<file path="src/rtl/morse_msg_sequencer.sv">
// Morse message sequencer: buffers letter codes and paces them to a keyer.
// Optional macro MORSE_SEQ_LOOP_EN replays the buffer continuously.
module morse_msg_sequencer #(
    parameter int UNIT_CYCLES = 25000000,
    parameter int DEPTH       = 8
) (
    input  logic       CLOCK_50,
    input  logic       RESET,
    input  logic       wr_en,
    input  logic [4:0] wr_code,
    input  logic       go,
    input  logic       abort,
    input  logic       key_busy,
    output logic       key_start,
    output logic [4:0] key_code,
    output logic       full,
    output logic       empty,
    output logic       tx_active,
    output logic [2:0] state,
    output logic [7:0] sent_count
);

    localparam int AW = (DEPTH > 1) ? $clog2(DEPTH) : 1;
    localparam int CW = AW + 1;
    localparam int UW = (UNIT_CYCLES > 1) ? $clog2(UNIT_CYCLES) : 1;

    typedef enum logic [2:0] {
        S_IDLE       = 3'd0,
        S_ISSUE      = 3'd1,
        S_WAIT_KEY   = 3'd2,
        S_GAP_LETTER = 3'd3,
        S_GAP_WORD   = 3'd4
    } state_e;

    state_e          state_q, state_d;
    logic [4:0]      mem_q [DEPTH];
    logic [AW-1:0]   wr_ptr_q, wr_ptr_d;
    logic [AW-1:0]   rd_ptr_q, rd_ptr_d;
    logic [CW-1:0]   count_q, count_d;
    logic            seen_busy_q, seen_busy_d;
    logic [UW-1:0]   cyc_q, cyc_d;
    logic [2:0]      unit_q, unit_d;
    logic [7:0]      sent_q, sent_d;
`ifdef MORSE_SEQ_LOOP_EN
    logic [CW-1:0]   idx_q, idx_d;
    logic [CW-1:0]   idx_nxt;
    logic            wrapped;
    logic            last_q, last_d;
`endif

    logic [AW-1:0]   head_addr;
    logic [4:0]      head;
    logic            is_letter;
    logic            is_space;
    logic            push;
    logic            pop;
    logic            fire;
    logic            gap_done;
    logic            in_gap;

`ifdef MORSE_SEQ_LOOP_EN
    assign head_addr = rd_ptr_q + idx_q[AW-1:0];
    assign idx_nxt   = idx_q + 1'b1;
    assign wrapped   = (idx_nxt >= count_q);
`else
    assign head_addr = rd_ptr_q;
`endif

    assign head      = mem_q[head_addr];
    assign is_letter = (head <= 5'd25);
    assign is_space  = (head == 5'd31);
    assign full      = (count_q == CW'(DEPTH));
    assign empty     = (count_q == '0);
    assign push      = wr_en && !full && !abort;
    assign fire      = (state_q == S_ISSUE) && is_letter
                       && !abort && !RESET;
    assign in_gap    = (state_q == S_GAP_LETTER)
                       || (state_q == S_GAP_WORD);
    assign gap_done  = (cyc_q == UW'(UNIT_CYCLES - 1))
                       && (unit_q == ((state_q == S_GAP_WORD)
                                      ? 3'd6 : 3'd2));

    // State register
    always_ff @(posedge CLOCK_50) begin
        if (RESET) state_q <= S_IDLE;
        else       state_q <= state_d;
    end

    // Next-state logic
    always_comb begin
        state_d = state_q;
        if (abort) begin
            state_d = S_IDLE;
        end else begin
            unique case (state_q)
                S_IDLE: begin
                    if (go && !empty) state_d = S_ISSUE;
                end
                S_ISSUE: begin
                    if (is_letter) begin
                        state_d = S_WAIT_KEY;
                    end else if (is_space) begin
                        state_d = S_GAP_WORD;
                    end else begin
`ifdef MORSE_SEQ_LOOP_EN
                        state_d = S_ISSUE;
`else
                        state_d = (count_q > CW'(1) || push)
                                  ? S_ISSUE : S_IDLE;
`endif
                    end
                end
                S_WAIT_KEY: begin
                    if (seen_busy_q && !key_busy) begin
`ifdef MORSE_SEQ_LOOP_EN
                        state_d = last_q ? S_GAP_WORD : S_GAP_LETTER;
`else
                        state_d = S_GAP_LETTER;
`endif
                    end
                end
                S_GAP_LETTER, S_GAP_WORD: begin
                    if (gap_done) begin
`ifdef MORSE_SEQ_LOOP_EN
                        state_d = S_ISSUE;
`else
                        state_d = (!empty || push) ? S_ISSUE : S_IDLE;
`endif
                    end
                end
                default: state_d = S_IDLE;
            endcase
        end
    end

    // Outputs decoded from current state and head entry
    always_comb begin
        key_start = fire;
        key_code  = fire ? head : 5'd0;
        tx_active = (state_q != S_IDLE);
        state     = state_q;
    end

    // Buffer pointers, gap timer, busy tracking and letter counter
    always_comb begin
        wr_ptr_d    = wr_ptr_q;
        rd_ptr_d    = rd_ptr_q;
        count_d     = count_q;
        seen_busy_d = 1'b0;
        cyc_d       = '0;
        unit_d      = '0;
        sent_d      = sent_q + {7'd0, fire};
        pop         = 1'b0;
`ifdef MORSE_SEQ_LOOP_EN
        idx_d       = idx_q;
        last_d      = last_q;
        if (state_q == S_IDLE && state_d == S_ISSUE) begin
            idx_d = '0;
        end
        if (state_q == S_ISSUE && !abort) begin
            if (is_letter) begin
                idx_d  = idx_nxt;
                last_d = wrapped;
            end else if (is_space) begin
                idx_d  = idx_nxt;
            end else begin
                idx_d  = wrapped ? '0 : idx_nxt;
            end
        end
        if (in_gap && gap_done && !abort) begin
            last_d = 1'b0;
            if (idx_q >= count_q) idx_d = '0;
        end
`else
        pop = (state_q == S_ISSUE) && !abort;
`endif
        if (push) wr_ptr_d = wr_ptr_q + 1'b1;
        if (pop)  rd_ptr_d = rd_ptr_q + 1'b1;
        if (push && !pop)      count_d = count_q + 1'b1;
        else if (pop && !push) count_d = count_q - 1'b1;
        if (state_q == S_WAIT_KEY) begin
            seen_busy_d = seen_busy_q | key_busy;
        end
        if (in_gap && state_d == state_q) begin
            if (cyc_q == UW'(UNIT_CYCLES - 1)) begin
                cyc_d  = '0;
                unit_d = unit_q + 3'd1;
            end else begin
                cyc_d  = cyc_q + 1'b1;
                unit_d = unit_q;
            end
        end
        if (abort) begin
            wr_ptr_d    = '0;
            rd_ptr_d    = '0;
            count_d     = '0;
            seen_busy_d = 1'b0;
`ifdef MORSE_SEQ_LOOP_EN
            idx_d       = '0;
            last_d      = 1'b0;
`endif
        end
    end

    // Datapath registers
    always_ff @(posedge CLOCK_50) begin
        if (RESET) begin
            wr_ptr_q    <= '0;
            rd_ptr_q    <= '0;
            count_q     <= '0;
            seen_busy_q <= 1'b0;
            cyc_q       <= '0;
            unit_q      <= '0;
            sent_q      <= '0;
`ifdef MORSE_SEQ_LOOP_EN
            idx_q       <= '0;
            last_q      <= 1'b0;
`endif
        end else begin
            wr_ptr_q    <= wr_ptr_d;
            rd_ptr_q    <= rd_ptr_d;
            count_q     <= count_d;
            seen_busy_q <= seen_busy_d;
            cyc_q       <= cyc_d;
            unit_q      <= unit_d;
            sent_q      <= sent_d;
`ifdef MORSE_SEQ_LOOP_EN
            idx_q       <= idx_d;
            last_q      <= last_d;
`endif
        end
    end

    // Message storage; contents need no reset since pointers gate reads
    always_ff @(posedge CLOCK_50) begin
        if (push && !RESET) mem_q[wr_ptr_q] <= wr_code;
    end

    assign sent_count = sent_q;

endmodule

</file>
<file path="config.mk">
export PLATFORM = sky130hd
export DESIGN_NAME = morse_msg_sequencer
export DESIGN_NICKNAME = d
export VERILOG_FILES = /design/src/rtl/morse_msg_sequencer.sv
export SDC_FILE = /design/constraint.sdc
export NUM_CORES = 1
export LEC_CHECK = 0
export CAP_MARGIN = 20
export CORE_MARGIN = 2
export CORE_UTILIZATION = 50
export DETAILED_ROUTE_END_ITERATION = 16
export PLACE_DENSITY = 0.67
export SETUP_SLACK_MARGIN = 0.15
export SLEW_MARGIN = 25
export SYNTH_ARGS = -nofsm -noshare
export SYNTH_HDL_FRONTEND = slang
export SYNTH_SLANG_ARGS = --single-unit
</file>
<file path="constraint.sdc">
create_clock -name CLOCK_50 -period 3 [get_ports CLOCK_50]
set_input_delay 0.6 -clock CLOCK_50 [delete_from_list [all_inputs] [get_ports CLOCK_50]]
set_output_delay 0.6 -clock CLOCK_50 [all_outputs]
set_load 0.005 [all_outputs]
</file>
==> out/qor.yml, run 1 <==
netlist_area_sq_mm: 0.00421
synth-seq-cells: 93
ios: 31
relSlewSlack_pct: 66.8
cts-buffers-inserted: 9
cp_max_fo: 5
total_power_mw: 2.27
place.gp.congestion: 0.826
synth_cells: 364
final_layout_size_suffix_gt1_share_pct: 17.2
synth-async-reset-ratio_pct: 0
p_leak_nw: 1.70
clockBufferDepth: 2
dr.first_iter.drc_count: 81
ctsHtreeMaxLevel: 3
area_delta_synth_final_pct: 16.8
grt_overflow: 0
die_x_microns: 95.8
startpoint_type: "flop"
dieArea_sq_mm: 0.00917
totalWireLength_microns: 8060
path_cells: "buf_12, mux4_2, mux2i_2, a211oi_2, nand3b_4, buf_6, buf_6, nor2_2, buf_2"
internal_power_mw: 1.71
yosysSeqAreaShare_pct: 53.7
first_global_vias: 2716
synth_edf_count: 40
syn_avg_cell_area_sq_um: 11.6
cts.clk_slew.worst_paths_ns: 0.10
dp_hpwl_microns: 5710
hold_path.class: "flop to flop"
hold_buffers: 0
antenna_cells: 0
yosysTopAreaCell: "edfxtp_1"
clkLatencyLatePin_ns: 0.37
yosys-top-cells-area: "edfxtp_1 (29%), dfxtp_1 (25%), nor2_1 (5.7%), mux4_1 (5.6%), xnor2_1 (5.0%)"
cts_tree: "yes"
dieHeight_microns: 95.8
netlist.area_leader.share_pct: 28.5
num-nets-final: 436
critical_path_class: "flop to output pin"
hold_viol_final: 0
fin_crit_ns: 2.97
drv_cap: 0
p_clk_share_pct: 36.7
cts_sinks: 93
power.density_mw_per_mm2: 462
switching_share_pct: 24.8
synth_ff_type: "dfxtp_1"
tightest_slew_ns: 0.496
initial_core_util_pct: 51.5
yosys_warnings: 0
path_delay_family: "multiplexers"
antenna_found_initial: 0
comb_power_share_pct: 4.8
stdcell_count: 524
placementRows: 33
power_switching_mw: 0.564
io_buffers: 30
wl_per_cell_microns: 15.4
period_share_pct: 98.9
firstDrtPassIters: 4
grt.total_usage_pct: 19.0
cp-end-kind: "output pin"
syn_nets: 386
seq_area_sq_mm: 0.00227
outcome: "completed"
fin_skew_ns: 0.0122
n_fill_cell: 691
cp_common_cell: "buf_6"
vias: 2764
via_per_inst: 5.27
cts_root_buffer: "clkbuf_8"
clock.fmax_mhz: 337
drc: 0
p_seq_share_pct: 58.5
critPathSlowestCell: "mux4_2"
required_ns: 2.40
dpl.cell_count: 500
worst-path-buf-inv: 4
ir_drop_v: 0.000391
synth_cell_type_count: 53
core-area_sq_mm: 0.00818
slew_viol_final: 0
worstPathArrival_ns: 2.37
grt_pass1_wl_microns: 13200
multiInputGateArea_sq_mm: 0.00181
critPathMaxStageDelay_ns: 0.51
grt_start_max_net_pins: 20
rsz0062_at_grt: "yes"
drtAntennaViolNets: 0
setup_viol: 0
==> metal layers <==
layer  wire length [microns]  global-route usage, %
met1                    3760                   25.6
met2                    3980                   31.2
met4                     110                   6.55
met5                       0                      0
met3                     207                   3.37
==> cells by family (layout without fill, tap and decap cells) <==
kind of cell	after synthesis	in the layout	share of synthesized area [%]
AND/OR/NAND/NOR	160	160	19.5
flip-flops	93	93	53.7
XOR/XNOR	39	39	8.11
buffers and inverters	23	78	3.54
AO/OA/AOI/OAI	20	20	3.60
multiplexers	18	18	8.23
adder cells (fa/ha/maj)	11	11	3.27
==> layout by cell type, fill, tap and decap left out, types with 6 or more instances in the layout <==
| cell type | netlist | routed |
|---|---|---|
| nand2_1 | 13 | 13 |
| inv_1 | 9 | 8 |
| nand3_1 | 16 | 16 |
| nand4_1 | 6 | 6 |
| clkbuf_8 | 2 | 9 |
| nand2b_1 | 8 | 8 |
| nor3_1 | 16 | 16 |
| xnor2_1 | 24 | 24 |
| edfxtp_1 | 40 | 40 |
| dfxtp_1 | 53 | 52 |
| buf_4 | 2 | 19 |
| mux4_2 | 1 | 9 |
| xor2_1 | 15 | 15 |
| ha_1 | 11 | 11 |
| nor2_1 | 64 | 61 |
| clkdlybuf4s50_1 | 0 | 24 |
==> cell usage after synthesis, types with 8 or more instances <==
cell type	number
nor2_1	64
mux4_1	9
dfxtp_1	53
edfxtp_1	40
inv_1	9
xor2_1	15
nand2b_1	8
nand3_1	16
nand2_1	13
xnor2_1	24
ha_1	11
nor3_1	16
==> worst paths after layout <==
kind                               start             to  slack, ns  cells past startpoint
worst max-delay path                flop    key_code[3]       0.03                      9
worst min-delay path            cyc_q[0]       cyc_q[0]       0.50                      1
worst max register to register      flop  sent_count[7]       0.49                     12
worst min register to register  cyc_q[0]       cyc_q[0]       0.50                      1
==> worst reg2reg max path, stage by stage (launching register included) <==
cell      delay (ns)
dfxtp_4         0.39
buf_12          0.13
mux4_2          0.51
mux2i_2         0.22
a211oi_2        0.12
nand3b_4        0.18
buf_4           0.15
inv_2           0.05
ha_1            0.15
and3_1          0.23
nand3_1         0.11
xor2_1          0.14
nor2_1          0.05
==> registers in the layout, summed over array words and instances, names as in the netlist, named ones only <==
signal,count
seen_busy_q,1
state,3
mem_q,40
cyc_q,25
head_addr,3
unit_q,3
sent_count,8
wr_ptr_q,3
count_q,4
==> per-stage QoR <==
step | cell area [sq um] | hold WS [ns] | util [%] | worst slack [ns] | TNS, ns
global route | 4920 | 0.548 | 60.2 | -0.0543 | -0.0813
global placement | 4650 | 0.473 | 56.9 | 0.233 | 0
floorplan | 4210 | 0.451 | - | 0.654 | 0
finish | 4920 | 0.498 | 60.2 | 0.0327 | 0
detailed placement | 4650 | 0.486 | 56.9 | 0.152 | 0
CTS | 4900 | 0.509 | 60.0 | 0.0474 | 0
==> power by group through the flow <==
stage                     sequential [mW]  clock [mW]  combinational [mW]
final                                1.33       0.836               0.108
after global routing                 1.33       0.903               0.118
after CTS                            1.33       0.849               0.109
after detailed placement             1.36           0               0.103
after global placement               1.36           0               0.101
after floorplan                      1.36           0              0.0534
==> cell type report <==
cell class                 instances  area share (%)
clock inverter                     7            1.50
timing repair buffer              53            9.82
tap                              105            2.67
multi-input combinational        248            36.7
clock buffer                       9            2.52
inverter                           9           0.687
sequential                        93            46.1
==> timing repair <==
action / CTS / global route
hold endpoints to repair: 0 / 0
gates cloned: 1 / 0
pin swaps: 2 / 0
gates resized for setup: 39 / 6
setup endpoints to repair: 6 / 6
setup buffers: 6 / 1
Power figures use the tool's default switching activity.
==> run 2, diff against run 1 <==
CORE_MARGIN = not set   (was 2)
SKIP_CTS_REPAIR_TIMING = 1   (was not set)
TNS_END_PERCENT = 50   (was not set)
==> run 2 against run 1 <==
  * The run now ends with setup timing left
  * Combinational power is essentially flat
  * Via count grew 1.4%
  * Worst setup slack lost 0.075 ns
  * Hold slack gained 0.0067 ns
  * Largest power group unchanged
  * Sequential share of layout area grew 0.10 points
  * Final cell count shrank 0.76%
  * Final area shrank 0.28%
  * Non-clock buffer count shrank 4
  * Register-to-register slack lost 0.20 ns
  * Die area shrank 4.1%
  * Core utilization shrank 0.17 points
  * Power grew 0.58%
==> out/qor.yml, run 2 (synthesized netlist as in run 1, its figures left out) <==
wl_per_cell_microns: 15.1  # was 15.4 microns
firstDrtPassIters: 4  # unchanged
grt.total_usage_pct: 19.3  # was 19.0%
fin_ws_ns: -0.0425  # was 0.0327 ns
cts_tree: "yes"  # unchanged
cts_sinks: 93  # unchanged
violations: "setup timing"
setup_viol: 1  # was 0
drc: 0  # unchanged
cp-end-kind: "output pin"  # unchanged
min_to: "cyc_q[0]"  # unchanged
vias: 2803  # was 2,764
ir_drop_v: 0.000273  # was 0.000391 V
reg2reg_to: "sent_count[7]"  # unchanged
dr.first_iter.drc_count: 98  # was 81
hold_viol_final: 0  # unchanged
clockBufferDepth: 2  # unchanged
largest_reg_flops: 40  # unchanged
relSlewSlack_pct: 66.5  # was 66.8%
initial_core_util_pct: 51.5  # unchanged
core-area_sq_mm: 0.00818  # unchanged
antenna_found_initial: 0  # unchanged
area_delta_synth_final_pct: 16.5  # was 16.8%
rsz0062_at_grt: "yes"  # unchanged
layout_common_cells: "nor2_1 (59), dfxtp_1 (51), edfxtp_1 (40)"  # was nor2_1 (61), dfxtp_1 (52), edfxtp_1 (40)
cts.clk_slew.worst_paths_ns: 0.10  # about the same
required_ns: 2.40  # about the same
ctsHtreeMaxLevel: 3  # unchanged
grt_pass1_wl_microns: 12900  # was 13,200 microns
placementRows: 33  # unchanged
worstPathArrival_ns: 2.44  # was 2.37 ns
final_layout_size_suffix_gt1_share_pct: 16.9  # was 17.2%
fin_tns_setup_ns: -0.0425  # was 0 ns
n_fill_cell: 645  # was 691
p_leak_nw: 1.69  # was 1.70 nW
drv_cap: 0  # unchanged
totalWireLength_microns: 7860  # was 8060 microns
cts_root_buffer: "clkbuf_8"  # unchanged
critical_path_class: "flop to output pin"  # unchanged
seq_area_sq_mm: 0.00226  # was 0.00227 sq mm
grt_overflow: 0  # unchanged
startpoint_type: "flop"  # unchanged
ios: 31  # unchanged
outcome: "finished, violations left"  # was completed
fin_crit_ns: 3.04  # was 2.97 ns
io_buffers: 30  # unchanged
utilization_pct: 60.0  # was 60.2%
r2r_setup_slack_ns: 0.29  # was 0.49 ns
regMostFlops: "mem_q"  # unchanged
total_power_mw: 2.29  # was 2.27 mW
clock.fmax_mhz: 329  # was 337 MHz
worst_r2r_path_depth: 14  # was 12
antenna_cells: 0  # unchanged
clkLatencyLatePin_ns: 0.37  # about the same
multiInputGateArea_sq_mm: 0.00182  # was 0.00181 sq mm
min-delay-start: "cyc_q[0]"  # unchanged
die_x_microns: 93.8  # was 95.8 microns
cts-buffers-inserted: 9  # unchanged
period_share_pct: 101  # was 98.9%
via_per_inst: 5.39  # was 5.27
first_global_vias: 2683  # was 2,716
num-nets-final: 432  # was 436
slew_viol_final: 0  # unchanged
cp_max_fo: 6  # was 5
layout_commonest_cell: "nor2_1"  # unchanged
fin_skew_ns: 0.0173  # was 0.0122 ns
hold_path.class: "flop to flop"  # unchanged
drtAntennaViolNets: 0  # unchanged
dp_hpwl_microns: 5330  # was 5710 microns
place.gp.congestion: 0.784  # was 0.826
tightest_slew_ns: 0.501  # was 0.496 ns
min_path_cells: 1  # unchanged
grt_start_max_net_pins: 21  # was 20
power.density_mw_per_mm2: 466  # was 462 mW/mm^2
dieArea_sq_mm: 0.00879  # was 0.00917 sq mm
dieHeight_microns: 93.8  # was 95.8 microns
[run 2: changes by cell type in the layout (fill, tap and decap cells not counted), moves of 2 or more]
cell	previous run	this run
buf_4	19	15
nor2_1	61	59
clkbuf_2	1	3
nor2_4	0	2
dfxtp_2	0	2
buf_2	5	2
[run 2: cell type report]
cell class	instances	share of cell area (%)
clock inverters	7	1.66
clock buffers	9	2.53
multi-input cells	248	37.1
repair buffers	49	9.13
flip-flops and latches	93	46.2
well taps	105	2.68
inverters	9	0.689
[run 2: metrics by stage]
stage               worst slack [ns]  instances  hold WS [ns]  area, sq um
floorplan                      0.654        364         0.451         4210
global placement               0.206        497         0.472         4630
detailed placement             0.164        497         0.483         4630
CTS                           -0.250        513         0.506         4830
global route                  -0.153        520         0.522         4900
finish                       -0.0425        520         0.504         4900
[run 2: critical path: stages (launching register included)]
cell      delay (ns)
dfxtp_2         0.35
buf_12          0.13
buf_8           0.11
mux4_2          0.52
mux2i_4         0.21
a211oi_2        0.11
nand3b_4        0.21
buf_6           0.16
buf_6           0.11
nor2_2          0.06
buf_2           0.11
[run 2: how the worst max path moves through the flow]
stage	cells past startpoint	start	endpoint
floorplan	11	flop	sent_count[5]
finish	10	flop	key_code[0]
detailed placement	7	flop	key_code[0]
CTS	7	flop	key_code[0]
global route	10	flop	key_code[0]
global placement	7	flop	key_code[1]
[run 2: power breakdown]
part	internal, mW	switching [mW]
Sequential	1.32	0.00644
Combinational	0.0533	0.0529
Clock	0.334	0.516
[run 2: layer usage]
layer / track usage [%] / routed length (microns) / part of all wire (%) / vias up
met2: 30.2 / 3710 / 47 / 64
met5: 0 / 0 / 0 / -
met4: 9.23 / 186 / 2.4 / 0
met3: 3.24 / 259 / 3.3 / 18
li1: - / - / - / 1391
met1: 25.9 / 3710 / 47 / 1330
==> run 3, diff against run 2 <==
clock period = 3.7 ns   (was 3 ns; I/O delays follow)
==> run 3 against run 2 <==
  * The run now ends clean
  * Count of clock-buffer cells in the layout unchanged
  * Hold slack better by 0.0097 ns
  * Non-clock buffer count down 14
  * Critical endpoint unchanged
  * Highest routed layer unchanged
==> out/qor.yml, run 3 (synthesized netlist as in run 1, its figures left out) <==
min_path_cells: 1  # unchanged
grt_pass1_wl_microns: 13000  # was 12,900 microns
antenna_cells: 0  # unchanged
die_x_microns: 93.8  # unchanged
cp_max_fo: 9  # was 6
wl_per_cell_microns: 15.2  # was 15.1 microns
firstDrtPassIters: 4  # unchanged
design_area_sq_mm: 0.00477  # was 0.00490 sq mm
clockBufferDepth: 2  # unchanged
cts.clk_slew.worst_paths_ns: 0.10  # about the same
multiInputGateArea_sq_mm: 0.00180  # was 0.00182 sq mm
tightest_slew_ns: 0.736  # was 0.501 ns
regMostFlops: "mem_q"  # unchanged
period_share_pct: 91.0
num-nets-final: 418  # was 432
fin_crit_ns: 3.37
cts_root_buffer: "clkbuf_8"  # unchanged
cts-buffers-inserted: 9  # unchanged
cts_tree: "yes"  # unchanged
top_usage_layer: "met2"  # unchanged
outcome: "completed"  # was finished, violations left
fin_skew_ns: 0.0133  # was 0.0173 ns
clkLatencyLatePin_ns: 0.35  # was 0.37 ns
dpl.cell_count: 490  # was 497
dp_hpwl_microns: 5560  # was 5330 microns
ios: 31  # unchanged
cp-end-kind: "output pin"  # unchanged
required_ns: 2.96  # was 2.40 ns
first_global_vias: 2626  # was 2,683
fin_tns_setup_ns: 0  # was -0.0425 ns
ir_drop_v: 0.000261  # was 0.000273 V
critical_path_class: "flop to output pin"  # unchanged
grt_start_max_net_pins: 21  # unchanged
area_delta_synth_final_pct: 13.3  # was 16.5%
totalWireLength_microns: 7670  # was 7860 microns
place.gp.congestion: 0.753  # was 0.784
hold_viol_final: 0  # unchanged
post-place-ws_ns: 0.546  # was 0.164 ns
drv_cap: 0  # unchanged
slew_viol_final: 0  # unchanged
stdcell_count: 506  # was 520
layout_commonest_cell: "nor2_1"  # unchanged
hold_path.class: "flop to flop"  # unchanged
setup_viol: 0  # was 1
dieHeight_microns: 93.8  # unchanged
vias: 2724  # was 2,803
n_fill_cell: 665  # was 645
use_met2_pct: 32.1  # was 30.2%
ctsHtreeMaxLevel: 3  # unchanged
final_layout_size_suffix_gt1_share_pct: 8.23  # was 16.9%
placed_area_sq_mm: 0.00456  # was 0.00463 sq mm
grt_overflow: 0  # unchanged
p_leak_nw: 1.61  # was 1.69 nW
via_per_inst: 5.38  # was 5.39
seq_area_sq_mm: 0.00226  # about the same
power.density_mw_per_mm2: 384  # was 466 mW/mm^2
worst_r2r_path_depth: 10  # was 14
drtAntennaViolNets: 0  # unchanged
worstPathArrival_ns: 2.63  # was 2.44 ns
met3_usage_pct: 2.91  # was 3.24%
io_buffers: 30  # unchanged
rsz0062_at_grt: "no"  # was yes
startpoint_type: "flop"  # unchanged
layout_common_cells: "nor2_1 (64), dfxtp_1 (52), edfxtp_1 (40)"  # was nor2_1 (59), dfxtp_1 (51), edfxtp_1 (40)
core-area_sq_mm: 0.00818  # unchanged
initial_core_util_pct: 51.5  # unchanged
dieArea_sq_mm: 0.00879  # unchanged
dr.first_iter.drc_count: 81  # was 98
cts_sinks: 93  # unchanged
relSlewSlack_pct: 51.0  # was 66.5%
largest_reg_flops: 40  # unchanged
fin_ws_ns: 0.334  # was -0.0425 ns
placementRows: 33  # unchanged
drc: 0  # unchanged
total_power_mw: 1.83  # was 2.29 mW
antenna_found_initial: 0  # unchanged
grt.total_usage_pct: 19.1  # was 19.3%
use_met1_pct: 25.5  # was 25.9%
clock.fmax_mhz: 297
-- run 3: changes by cell type in the layout (fill, tap and decap cells not counted), sizes merged --
cell,before,now
buf,21,5
clkdlybuf4s50,24,30
clkbuf,12,9
dlymetal6s2s,1,0
-- run 3: area by class of cell --
cell class,count,area share [%]
sequential,93,47.4
timing repair buffer,35,7.08
inverter,9,0.708
multi-input combinational,248,37.7
clock buffer,9,2.60
tap,105,2.75
clock inverter,7,1.70
-- run 3: final timing paths --
kind	to	slack, ns	from
worst min register to register	cyc_q[0]	0.51	cyc_q[0]
worst max-delay path	key_code[0]	0.33	flop
worst max register to register	sent_count[7]	1.15	flop
worst min-delay path	cyc_q[0]	0.51	cyc_q[0]
-- run 3: metal layers --
metal / vias up / wire [microns] / part of all wire [%]
met3: 9 / 192 / 2.5
met1: 1313 / 3560 / 46
met5: - / 0 / 0
met4: 0 / 101 / 1.3
li1: 1363 / - / -
met2: 39 / 3820 / 50
-- run 3: worst max-delay path, stage by stage, from the launching register on --
cell             delay, ns
dfxtp_2               0.48
mux4_1                0.59
mux2i_1               0.26
a211oi_1              0.12
nand3b_4              0.20
nor2_1                0.12
clkdlybuf4s50_1       0.50
-- run 3: through the flow --
| stage | util (%) | hold WS [ns] |
|---|---|---|
| floorplan | - | 0.451 |
| CTS | 58.3 | 0.515 |
| global route | 58.4 | 0.576 |
| finish | 58.4 | 0.514 |
| detailed placement | 55.8 | 0.490 |
| global placement | 55.8 | 0.471 |
-- run 3: report_power, final --
part / leakage [nW] / switching, mW / internal [mW]
Clock: 0.104 / 0.403 / 0.271
Combinational: 0.719 / 0.0392 / 0.0378
Sequential: 0.788 / 0.00575 / 1.07
